File: config.mk
export PLATFORM = sky130hd
export DESIGN_NAME = vga_pattern_gen_flat
export DESIGN_NICKNAME = d
export VERILOG_FILES = /design/src/rtl/vga_pattern_gen_if.sv /design/src/rtl/vga_pattern_gen.sv /design/src/flat_wrapper.sv
export SDC_FILE = /design/constraint.sdc
export NUM_CORES = 1
export LEC_CHECK = 0
export CORE_ASPECT_RATIO = 2
export CORE_MARGIN = 1
export CORE_UTILIZATION = 50
export CTS_CLUSTER_DIAMETER = 150
export DETAILED_ROUTE_END_ITERATION = 10
export PLACE_DENSITY = 0.78
export SETUP_SLACK_MARGIN = 0.4
export SLEW_MARGIN = 20
export SYNTH_ARGS = -nofsm -noshare
export SYNTH_HDL_FRONTEND = slang
export SYNTH_SLANG_ARGS = --single-unit
File: constraint.sdc
create_clock -name clk -period 6.22 [get_ports clk]
set_input_delay 1.244 -clock clk [delete_from_list [all_inputs] [get_ports clk]]
set_output_delay 1.244 -clock clk [all_outputs]
set_load 0.05 [all_outputs]
File: src/rtl/vga_pattern_gen_if.sv
// Pixel-stream bundle between the timing generator, the pattern source and the DAC side.
// The slave modport is the pattern generator; the master modport drives timing and consumes pixels.
interface vga_pattern_gen_if #(
  parameter int W  = 12,
  parameter int CW = 8
);
  logic [1:0]    mode;
  logic          hsync_in;
  logic          vsync_in;
  logic          de_in;
  logic [W-1:0]  hdata;
  logic [W-1:0]  vdata;
  logic          hsync_out;
  logic          vsync_out;
  logic          de_out;
  logic [CW-1:0] red;
  logic [CW-1:0] green;
  logic [CW-1:0] blue;
  logic          frame_start;

  modport master (
    output mode, hsync_in, vsync_in, de_in, hdata, vdata,
    input  hsync_out, vsync_out, de_out, red, green, blue, frame_start
  );

  modport slave (
    input  mode, hsync_in, vsync_in, de_in, hdata, vdata,
    output hsync_out, vsync_out, de_out, red, green, blue, frame_start
  );
endinterface

File: src/rtl/vga_pattern_gen.sv
// Test-pattern source (bars/grid/checker/bouncing box), fixed 2-cycle latency, no backpressure.
// Define PATTERN_BORDER_EN to overlay a white 1-pixel border on every pattern.
module vga_pattern_gen #(
  parameter int W        = 12,
  parameter int H_ACTIVE = 800,
  parameter int V_ACTIVE = 600,
  parameter int CW       = 8,
  parameter int BOX      = 64,
  parameter int STEP     = 4,
  parameter int VS_POL   = 1
) (
  input logic              clk,
  input logic              rst_n,
  vga_pattern_gen_if.slave vif
);

  localparam int   BAR_W  = H_ACTIVE / 8;
  localparam logic VS_ACT = (VS_POL != 0);

  typedef enum logic [1:0] {PAT_BARS, PAT_GRID, PAT_CHECK, PAT_BOX} pat_t;

  pat_t         mode_q;
  logic         vs_prev;
  logic         de_prev;
  logic         vs_edge;
  logic         de_rise;
  logic [W-1:0] bx;
  logic [W-1:0] by;
  logic         dir_x_dec;
  logic         dir_y_dec;
  logic [W:0]   x_nxt;
  logic [W:0]   y_nxt;
  logic [W-1:0] bar_cnt;
  logic [2:0]   bar_idx;
  logic [W-1:0] cur_cnt;
  logic [2:0]   cur_idx;

  // Stage-1 registers
  logic         hs1, vs1, de1;
  logic [2:0]   bar1;
  logic         grid1, check1, box1;
`ifdef PATTERN_BORDER_EN
  logic         border1;
`endif

  logic [CW-1:0] r_n, g_n, b_n;

  // Returns {new_dir_dec, new_pos}; W+1 bit arithmetic keeps the edge tests free of wrap-around.
  function automatic logic [W:0] bounce(input logic [W-1:0] pos, input logic dec,
                                        input logic [W:0] lim);
    logic [W:0] p;
    p = {1'b0, pos};
    if (!dec) begin
      if (p + (W+1)'(STEP + BOX) > lim)
        return {1'b1, W'(lim - (W+1)'(BOX))};
      return {1'b0, W'(p + (W+1)'(STEP))};
    end
    if (p < (W+1)'(STEP))
      return {1'b0, {W{1'b0}}};
    return {1'b1, W'(p - (W+1)'(STEP))};
  endfunction

  assign vs_edge = (vif.vsync_in == VS_ACT) && (vs_prev != VS_ACT);
  assign de_rise = vif.de_in && !de_prev;
  assign cur_cnt = de_rise ? '0 : bar_cnt;
  assign cur_idx = de_rise ? 3'd0 : bar_idx;
  assign x_nxt   = bounce(bx, dir_x_dec, (W+1)'(H_ACTIVE));
  assign y_nxt   = bounce(by, dir_y_dec, (W+1)'(V_ACTIVE));

  always_ff @(posedge clk) begin
    if (!rst_n) begin
      vs_prev   <= ~VS_ACT;
      de_prev   <= 1'b0;
      mode_q    <= PAT_BARS;
      bx        <= '0;
      by        <= '0;
      dir_x_dec <= 1'b0;
      dir_y_dec <= 1'b0;
      bar_cnt   <= '0;
      bar_idx   <= '0;
    end else begin
      vs_prev <= vif.vsync_in;
      de_prev <= vif.de_in;
      if (vs_edge) begin
        mode_q <= pat_t'(vif.mode);
        if (mode_q == PAT_BOX) begin
          {dir_x_dec, bx} <= x_nxt;
          {dir_y_dec, by} <= y_nxt;
        end
      end
      // Remainder pixels past the eighth bar stay in bar 7.
      if (vif.de_in) begin
        if (cur_cnt == W'(BAR_W - 1)) begin
          bar_cnt <= '0;
          bar_idx <= (cur_idx == 3'd7) ? 3'd7 : cur_idx + 3'd1;
        end else begin
          bar_cnt <= cur_cnt + W'(1);
          bar_idx <= cur_idx;
        end
      end
    end
  end

  always_ff @(posedge clk) begin
    if (!rst_n) begin
      hs1    <= 1'b0;
      vs1    <= 1'b0;
      de1    <= 1'b0;
      bar1   <= '0;
      grid1  <= 1'b0;
      check1 <= 1'b0;
      box1   <= 1'b0;
`ifdef PATTERN_BORDER_EN
      border1 <= 1'b0;
`endif
    end else begin
      hs1    <= vif.hsync_in;
      vs1    <= vif.vsync_in;
      de1    <= vif.de_in;
      bar1   <= cur_idx;
      grid1  <= (vif.hdata[4:0] == 5'd0) || (vif.vdata[4:0] == 5'd0) ||
                (vif.hdata == W'(H_ACTIVE - 1)) || (vif.vdata == W'(V_ACTIVE - 1));
      check1 <= vif.hdata[5] ^ vif.vdata[5];
      box1   <= ({1'b0, vif.hdata} >= {1'b0, bx}) &&
                ({1'b0, vif.hdata} <  {1'b0, bx} + (W+1)'(BOX)) &&
                ({1'b0, vif.vdata} >= {1'b0, by}) &&
                ({1'b0, vif.vdata} <  {1'b0, by} + (W+1)'(BOX));
`ifdef PATTERN_BORDER_EN
      border1 <= (vif.hdata == '0) || (vif.hdata == W'(H_ACTIVE - 1)) ||
                 (vif.vdata == '0) || (vif.vdata == W'(V_ACTIVE - 1));
`endif
    end
  end

  always_comb begin
    r_n = '0;
    g_n = '0;
    b_n = '0;
    case (mode_q)
      PAT_BARS: begin
        // Bar order white, yellow, cyan, green, magenta, red, blue, black.
        r_n = {CW{!bar1[1]}};
        g_n = {CW{!bar1[2]}};
        b_n = {CW{!bar1[0]}};
      end
      PAT_GRID: begin
        r_n = {CW{grid1}};
        g_n = {CW{grid1}};
        b_n = {CW{grid1}};
      end
      PAT_CHECK: begin
        r_n = {CW{check1}};
        g_n = {CW{check1}};
        b_n = {CW{check1}};
      end
      default: begin
        r_n = {CW{box1}};
        b_n = {CW{!box1}};
      end
    endcase
`ifdef PATTERN_BORDER_EN
    if (border1) begin
      r_n = '1;
      g_n = '1;
      b_n = '1;
    end
`endif
    if (!de1) begin
      r_n = '0;
      g_n = '0;
      b_n = '0;
    end
  end

  always_ff @(posedge clk) begin
    if (!rst_n) begin
      vif.hsync_out   <= 1'b0;
      vif.vsync_out   <= 1'b0;
      vif.de_out      <= 1'b0;
      vif.red         <= '0;
      vif.green       <= '0;
      vif.blue        <= '0;
      vif.frame_start <= 1'b0;
    end else begin
      vif.hsync_out   <= hs1;
      vif.vsync_out   <= vs1;
      vif.de_out      <= de1;
      vif.red         <= r_n;
      vif.green       <= g_n;
      vif.blue        <= b_n;
      vif.frame_start <= vs_edge;
    end
  end

endmodule

File: src/flat_wrapper.sv
// flat-port wrapper written by rule: the top's interface ports become plain ports
module vga_pattern_gen_flat 
#(
  parameter int W        = 12,
  parameter int H_ACTIVE = 800,
  parameter int V_ACTIVE = 600,
  parameter int CW       = 8,
  parameter int BOX      = 64,
  parameter int STEP     = 4,
  parameter int VS_POL   = 1
)
  (clk, rst_n, vif_mode, vif_hsync_in, vif_vsync_in, vif_de_in, vif_hdata, vif_vdata, vif_hsync_out, vif_vsync_out, vif_de_out, vif_red, vif_green, vif_blue, vif_frame_start);
  vga_pattern_gen_if #(.W(W), .CW(CW)) vif_i ();
  input logic clk;
  input logic rst_n;
  input wire logic [$bits(vif_i.mode)-1:0] vif_mode;
  input wire logic [$bits(vif_i.hsync_in)-1:0] vif_hsync_in;
  input wire logic [$bits(vif_i.vsync_in)-1:0] vif_vsync_in;
  input wire logic [$bits(vif_i.de_in)-1:0] vif_de_in;
  input wire logic [$bits(vif_i.hdata)-1:0] vif_hdata;
  input wire logic [$bits(vif_i.vdata)-1:0] vif_vdata;
  output wire logic [$bits(vif_i.hsync_out)-1:0] vif_hsync_out;
  output wire logic [$bits(vif_i.vsync_out)-1:0] vif_vsync_out;
  output wire logic [$bits(vif_i.de_out)-1:0] vif_de_out;
  output wire logic [$bits(vif_i.red)-1:0] vif_red;
  output wire logic [$bits(vif_i.green)-1:0] vif_green;
  output wire logic [$bits(vif_i.blue)-1:0] vif_blue;
  output wire logic [$bits(vif_i.frame_start)-1:0] vif_frame_start;
  assign vif_i.mode = vif_mode;
  assign vif_i.hsync_in = vif_hsync_in;
  assign vif_i.vsync_in = vif_vsync_in;
  assign vif_i.de_in = vif_de_in;
  assign vif_i.hdata = vif_hdata;
  assign vif_i.vdata = vif_vdata;
  assign vif_hsync_out = vif_i.hsync_out;
  assign vif_vsync_out = vif_i.vsync_out;
  assign vif_de_out = vif_i.de_out;
  assign vif_red = vif_i.red;
  assign vif_green = vif_i.green;
  assign vif_blue = vif_i.blue;
  assign vif_frame_start = vif_i.frame_start;
  vga_pattern_gen #(.W(W), .H_ACTIVE(H_ACTIVE), .V_ACTIVE(V_ACTIVE), .CW(CW), .BOX(BOX), .STEP(STEP), .VS_POL(VS_POL)) u_core (.clk(clk), .rst_n(rst_n), .vif(vif_i));
endmodule
==> results of run 1 <==
[metrics by stage]
| stage | util, % | setup slack, ns | cells |
|---|---|---|---|
| finish | 57.9 | 2.01 | 690 |
| floorplan | - | 3.29 | 577 |
| global route | 57.9 | 1.71 | 690 |
| global placement | 56.2 | 1.90 | 682 |
| detailed placement | 56.2 | 1.78 | 682 |
| CTS | 57.9 | 2.07 | 690 |
[area by class of cell]
cell class              count  area (um^2)
repair buffers             60          596
fillers                   814         3800
clock inverters             3         27.5
inverters                  26         97.6
flip-flops and latches     55         1100
well taps                 102          128
multi-input cells         439         3140
clock buffers               5          125
[worst max path at each step]
stage / startpoint / to / slack [ns] / cells past startpoint
5_1_grt: vif_de_in / u_core.bar_cnt[4] / 1.71 / 10
3_5_place_dp: vif_de_in / u_core.bar_cnt[4] / 1.78 / 10
6_report: vif_de_in / u_core.bar_cnt[4] / 2.01 / 10
3_3_place_gp: vif_de_in / u_core.bar_cnt[4] / 1.90 / 10
2_1_floorplan: vif_de_in / u_core.bar_cnt[9] / 3.29 / 10
4_1_cts: vif_de_in / u_core.bar_cnt[4] / 2.07 / 10
[cells in the mapped netlist, drive strengths merged (5+ instances only)]
library cell,instances
and3,7
nor2b,14
o21a,10
inv,26
nand2,42
buf,34
nor4b,5
nand4,6
nand3,28
o22ai,5
xnor2,21
nor2,13
nand2b,10
clkbuf,23
nor3,18
a41o,6
o21ai,38
a211oi,5
or3,5
a21oi,34
a22oi,7
ha,46
and2,14
dfxtp,55
a21boi,21
a31oi,10
nor4,9
or4,5
[per-layer routing]
layer | wire length, um | track usage (%)
met2 | 6570 | 47.0
met1 | 4270 | 25.1
met5 | 0 | 0
met3 | 343 | 2.47
met4 | 631 | 14.3
[registers in the layout, summed over array words and instances (netlist names), 2 cells and up]
signal          flops
u_core.bar_cnt     12
u_core.by          10
u_core.bar1         3
u_core.bx          10
u_core.bar_idx      3
u_core.mode_q       2
[cells by family after synthesis]
family	synth area share, %
AOI/OAI and AO/OA	24.8
xor gates and xnor gates	4.51
adders and majority gates	12.3
buffers and inverters	9.04
DFF	23.6
muxes	1.13
and+or+nand+nor	24.6
[power breakdown]
group	internal, mW	leakage (nW)	total, mW	switching, mW
clock network	0.153	0.0719	0.292	0.139
registers	0.360	0.446	0.373	0.0132
logic	0.0725	1.36	0.168	0.0953
[worst reg2reg max path, delay by kind of cell (launching register included)]
kind / cells / cell delay (ns)
AO/OA/AOI/OAI: 3 / 0.98
XOR/XNOR: 1 / 0.14
adder cells (fa/ha/maj): 2 / 0.74
flip-flops: 1 / 0.69
AND/OR/NAND/NOR: 2 / 0.38
==> metrics.log, run 1 <==
INFO  metric antennaDiodeCount = 0
INFO  metric grt_setup_unrepaired = no
INFO  metric critical_path_arrival = 4.44 ns
INFO  metric grt_max_degree = 52
INFO  metric setup.reg_to_reg.worst_slack = 3.22 ns
INFO  metric ys_ff_latch = 55
INFO  metric total_leakage_power = 1.88 nW
INFO  metric dp.final_hpwl = 8860 um
INFO  metric antenna_violating_nets_post_route = 0
INFO  metric global_route_wire_length_before_repair = roughly 20,000 um
INFO  metric async_reset_ff_share = 0%
INFO  metric timing.final.hold_violations = 0
INFO  metric placementRows = 49
INFO  metric gpl.final_weighted_congestion = 0.896
INFO  metric drc_markers = 0
INFO  metric timing.final.crit_share = 67.7%
INFO  metric worst_hold_path.num_cells = 1
INFO  metric timing.rr.start = u_core.bx[7]
INFO  metric floorplan.initialDensity = 51.8%
INFO  metric yosys-top-cells-area = dfxtp_1 24%, ha_1 12%, xnor2_1 3.9%
INFO  metric buffer_ports.inserted = 58
INFO  metric fin_crit = ~4.2 ns
INFO  metric layout_cell_share_with_drive_strength_beyond_1 = 5.27%
INFO  metric ioPinCount = 59
INFO  metric finalSetupViolations = 0
INFO  metric criticalPathCategory = in -> reg
INFO  metric syn_area_per_cell = 8.08 um^2
INFO  metric cts_sinks = 55
INFO  metric cap_viol_max_count = 0
INFO  metric worst-slew-pin-transition = 0.981 ns
INFO  metric ir_worst_vdd = 111 uV
INFO  metric r2r.worst_path.cells = 8
INFO  metric syn-cell-area = ~4700 um^2
INFO  metric critPathSlowestCell = clkdlybuf4s50_1
INFO  metric clk_root_buffer_cell = clkbuf_16
INFO  metric die_area = 9740 um^2
INFO  metric number_of_max_slew_violations_in_the_final_report = 0
INFO  metric finalClockSkew = approximately 0.0076 ns
INFO  metric worstPathMaxFanout = 21
INFO  metric ctsLongestPathBuffers = 2
INFO  metric clock_tree.htree_level_count = 2
INFO  metric clk-insertion-delay-late = 0.30 ns
INFO  metric netlist.area_leader.share = 23.6%
INFO  metric routed_wire_length_per_instance = 17.1 um
INFO  metric fin_setup_tns = 0 ns
INFO  metric cp_data_required_time = 6.45 ns
INFO  metric cp-end-kind = flop
INFO  metric synthDominantAreaCellType = dfxtp_1
INFO  metric power_density = 160 nW/um^2
INFO  metric cts_setup_buffers = 0
INFO  metric postPlaceCellArea = about 5000 um^2
INFO  metric timing.hold.ws = about 0.44 ns
INFO  metric core_area = 9010 um^2
INFO  metric timing.critical_path.buf_inv = 1
INFO  metric layout.cells.most_common = clkdlybuf4s50_1
INFO  metric synth-edff-count = 0
INFO  metric hold_path_class = reg -> reg
INFO  metric max_clock_freq = 237 MHz
INFO  metric netlist-cell-type-count = 80
INFO  metric timing.rr.end = u_core.box1
INFO  metric yosys_warnings = 0
INFO  metric grt_pass1_vias = 4,251
INFO  metric post_cts_hold_buffer_count = 0
INFO  metric hold_path_startpoint = u_core.hs1
INFO  metric horizontal_die_dimension = 70.3 um
INFO  metric maxSlewHeadroom = 34.6%
INFO  metric worst_setup_path_start_kind = input port
INFO  metric routed_via_density = roughly 6.4
INFO  metric finalNetCount = 664
INFO  metric power_consumption = 832 uW
INFO  metric detailedRoute.firstPassIterationCount = 5
INFO  metric overflow = 0
INFO  metric mostFrequentLayoutCells = 58 x clkdlybuf4s50_1, 55 x dfxtp_1, 46 x ha_1
INFO  metric worst_setup_hold_path_clk_slew = 0.07 ns
INFO  metric antenna_found_initial = 0
INFO  metric gr-usage-all-layers = 24.7%
INFO  metric cts_repair_resize_count = 0
INFO  metric crit_path_cell_trace = clkdlybuf4s50_1, nand2b_1, and2_1, ha_1, nor4b_1, nand2_1, or2_1, nand3_1, or3b_2, a21boi_0
INFO  metric routed-via-count = 4,410
INFO  metric worst_path_dominant_cell_family = simple AND/OR/NAND/NOR gates
INFO  metric run_status = finished, final reports clean
INFO  metric drt_iter0_drc = approximately 260
INFO  metric wirelength = 11,800 um
INFO  metric die_h = between 100 and 150 um
INFO  metric ys_dominant_reg_cell = dfxtp_1
INFO  metric synthCells = 577
INFO  metric hold-path-endpoint = u_core.vif.hsync_out
INFO  metric final_area = 5220 um^2
INFO  metric syn_to_final_growth = 11.8%
INFO  metric synth-seq-area-share = between 20% and 30%
INFO  metric timing.critical_path.slowest_cell_delay = approximately 0.89 ns
INFO  metric synth_net_count = 654
INFO  metric cts_inserted_buffers = 5
INFO  metric tritoncts_clock_tree = done
Note: power is estimated with default switching activity, not from simulation.
==> run 2: changes to the inputs <==
==> constraint.sdc (replaced) <==
create_clock -name clk -period 4.2 [get_ports clk]
set_input_delay 0.84 -clock clk [delete_from_list [all_inputs] [get_ports clk]]
set_output_delay 0.84 -clock clk [all_outputs]
set_load 0.05 [all_outputs]
==> metrics.log, run 2 (synthesis gave the netlist of run 1 again) <==
INFO  metric cts_sinks = 55 (unchanged)
INFO  metric finalClockSkew = 0.0107 ns (+0.00315 ns)
INFO  metric power_density = 243 nW/um^2 (+52%)
INFO  metric routed_via_density = 6.33 (-1.0%)
INFO  metric die_area = 9740 um^2 (unchanged)
INFO  metric total_leakage_power = 1.90 nW (+1.2%)
INFO  metric timing.final.crit_share = roughly 76%
INFO  metric timing.critical_path.slowest_cell_delay = 0.48 ns (-0.41 ns)
INFO  metric worst_hold_path.num_cells = 1 (unchanged)
INFO  metric timing.hold.ws = 0.429 ns (-0.0135 ns)
INFO  metric tritoncts_clock_tree = done
INFO  metric cts_repair_resize_count = 0 (unchanged)
INFO  metric cts_setup_buffers = 0 (unchanged)
INFO  metric criticalPathCategory = in -> reg
INFO  metric timing.rr.start = u_core.bx[7]
INFO  metric setup.reg_to_reg.worst_slack = 1.14 ns (-2.08 ns)
INFO  metric placementRows = 49 (unchanged)
INFO  metric worst_path_dominant_cell_family = simple AND/OR/NAND/NOR gates
INFO  metric post_cts_hold_buffer_count = 0 (unchanged)
INFO  metric number_of_max_slew_violations_in_the_final_report = 0 (unchanged)
INFO  metric cp_data_required_time = 4.41 ns (-2.04 ns)
INFO  metric finalSetupViolations = 0 (unchanged)
INFO  metric dp.final_hpwl = 9240 um (+4.4%)
INFO  metric mostFrequentLayoutCells = 58 x clkdlybuf4s50_1, 55 x dfxtp_1, 46 x ha_1
INFO  metric timing.final.hold_violations = 0 (unchanged)
INFO  metric maxSlewHeadroom = 37.3% (+2.7 points)
INFO  metric grt_pass1_vias = 4,376 (+2.9%)
INFO  metric r2r.worst_path.cells = 8 (unchanged)
INFO  metric antenna_violating_nets_post_route = 0 (unchanged)
INFO  metric critical_path_arrival = 3.40 ns (-1.04 ns)
INFO  metric run_status = finished, final reports clean
INFO  metric die_h = 139 um (unchanged)
INFO  metric syn_to_final_growth = 12.7%
INFO  metric grt_setup_unrepaired = no
INFO  metric cp-end-kind = flop
INFO  metric floorplan.initialDensity = 51.8% (unchanged)
INFO  metric register_containing_the_most_flip_flops_in_the_final_layout = u_core.bar_cnt
INFO  metric clk-insertion-delay-late = 0.29 ns (about the same)
INFO  metric wirelength = 12,000 um (+1.3%)
INFO  metric clk_root_buffer_cell = clkbuf_16
INFO  metric worst-slew-pin-transition = 0.937 ns (-0.0436 ns)
INFO  metric layout.cells.most_common = clkdlybuf4s50_1
INFO  metric layout_cell_share_with_drive_strength_beyond_1 = 5.75% (+0.48 points)
INFO  metric timing.rr.end = u_core.box1
INFO  metric hold_path_startpoint = u_core.vs1
INFO  metric global_route_wire_length_before_repair = 20,200 um (+0.58%)
INFO  metric critPathSlowestCell = or3b_2
INFO  metric ioPinCount = 59 (unchanged)
INFO  metric antennaDiodeCount = 0 (unchanged)
INFO  metric hold_path_class = reg -> reg
INFO  metric ir_worst_vdd = 202 uV (+82%)
INFO  metric number_of_flip_flops_under_the_largest_register_name = 12 (unchanged)
INFO  metric buffer_ports.inserted = 58 (unchanged)
INFO  metric largest_registers_in_the_final_layout = u_core.bar_cnt (12), u_core.bx (10), u_core.by (10)
INFO  metric routed-via-count = 4,384 (-0.59%)
INFO  metric gr-usage-all-layers = 25.0% (+0.24 points)
INFO  metric cts_inserted_buffers = 5 (unchanged)
INFO  metric clock_tree.htree_level_count = 2 (unchanged)
INFO  metric crit_path_cell_trace = clkdlybuf4s50_1, nand2b_1, and2_1, ha_1, nor4b_1, nand2_1, or2_1, nand3_1, or3b_2, a21boi_0
INFO  metric hold-path-endpoint = u_core.vif.frame_start
INFO  metric horizontal_die_dimension = 70.3 um (unchanged)
INFO  metric fin_setup_tns = 0 ns (unchanged)
INFO  metric worst_setup_hold_path_clk_slew = 0.07 ns (about the same)
INFO  metric worstPathMaxFanout = 13 (-38%)
INFO  metric worstSetupStartpoint = vif_de_in
INFO  metric fin_crit = 3.19 ns
INFO  metric antenna_found_initial = 0 (unchanged)
INFO  metric detailedRoute.firstPassIterationCount = 4 (-1)
INFO  metric timing.critical_path.buf_inv = 1 (unchanged)
INFO  metric max_clock_freq = approximately 310 MHz
INFO  metric cap_viol_max_count = 0 (unchanged)
INFO  metric routed_wire_length_per_instance = 17.3 um (+0.88%)
INFO  metric drt_iter0_drc = 246 (-6.1%)
INFO  metric drc_markers = 0 (unchanged)
INFO  metric overflow = 0 (unchanged)
INFO  metric finalNetCount = 667 (+0.45%)
INFO  metric grt_max_degree = 30 (-42%)
INFO  metric worst_setup_path_start_kind = input port
INFO  metric ctsLongestPathBuffers = 2 (unchanged)
INFO  metric core_area = 9010 um^2 (unchanged)
INFO  metric gpl.final_weighted_congestion = 0.912 (+1.7%)
-- run 2: cell type report --
type	count	area, um^2
Tap cell	102	128
Inverter	26	97.6
Clock inverter	3	46.3
Sequential cell	55	1100
Multi-Input combinational cell	439	3140
Fill cell	824	3750
Timing Repair Buffer	63	618
Clock buffer	5	125
-- run 2: power by group --
part / switching, mW / total, mW / internal [mW]
Combinational: 0.141 / 0.248 / 0.108
Sequential: 0.0186 / 0.551 / 0.533
Clock: 0.194 / 0.477 / 0.284
Total: 0.353 / 1.28 / 0.924
-- run 2: worst max path at each step --
stage	cells after the start	to	slack, ns
2_1_floorplan	10	u_core.bar_cnt[9]	1.68
3_3_place_gp	10	u_core.bar_cnt[4]	0.83
3_5_place_dp	10	u_core.bar_cnt[4]	0.77
4_1_cts	10	u_core.bar_cnt[4]	1.05
5_1_grt	10	u_core.bar_cnt[4]	0.80
6_report	10	u_core.bar_cnt[4]	1.01
-- run 2: per-layer routing --
metal / global-route usage, % / share of wire (%) / vias to the layer above
li1: - / - / 2127
met1: 25.0 / 36 / 2077
met2: 47.1 / 56 / 126
met3: 2.76 / 2.6 / 54
met4: 15.6 / 5.8 / 0
met5: 0 / 0 / -
-- run 2: metrics by stage --
step | worst slack (ns) | cell area [um^2] | total power [mW] | util (%) | cells
floorplan | 1.68 | 4660 | 0.729 | - | 577
global placement | 0.825 | 5090 | 0.802 | 56.4 | 685
detailed placement | 0.775 | 5090 | 0.810 | 56.4 | 685
CTS | 1.05 | 5260 | 1.29 | 58.3 | 693
global route | 0.798 | 5260 | 1.34 | 58.3 | 693
finish | 1.01 | 5260 | 1.28 | 58.3 | 693
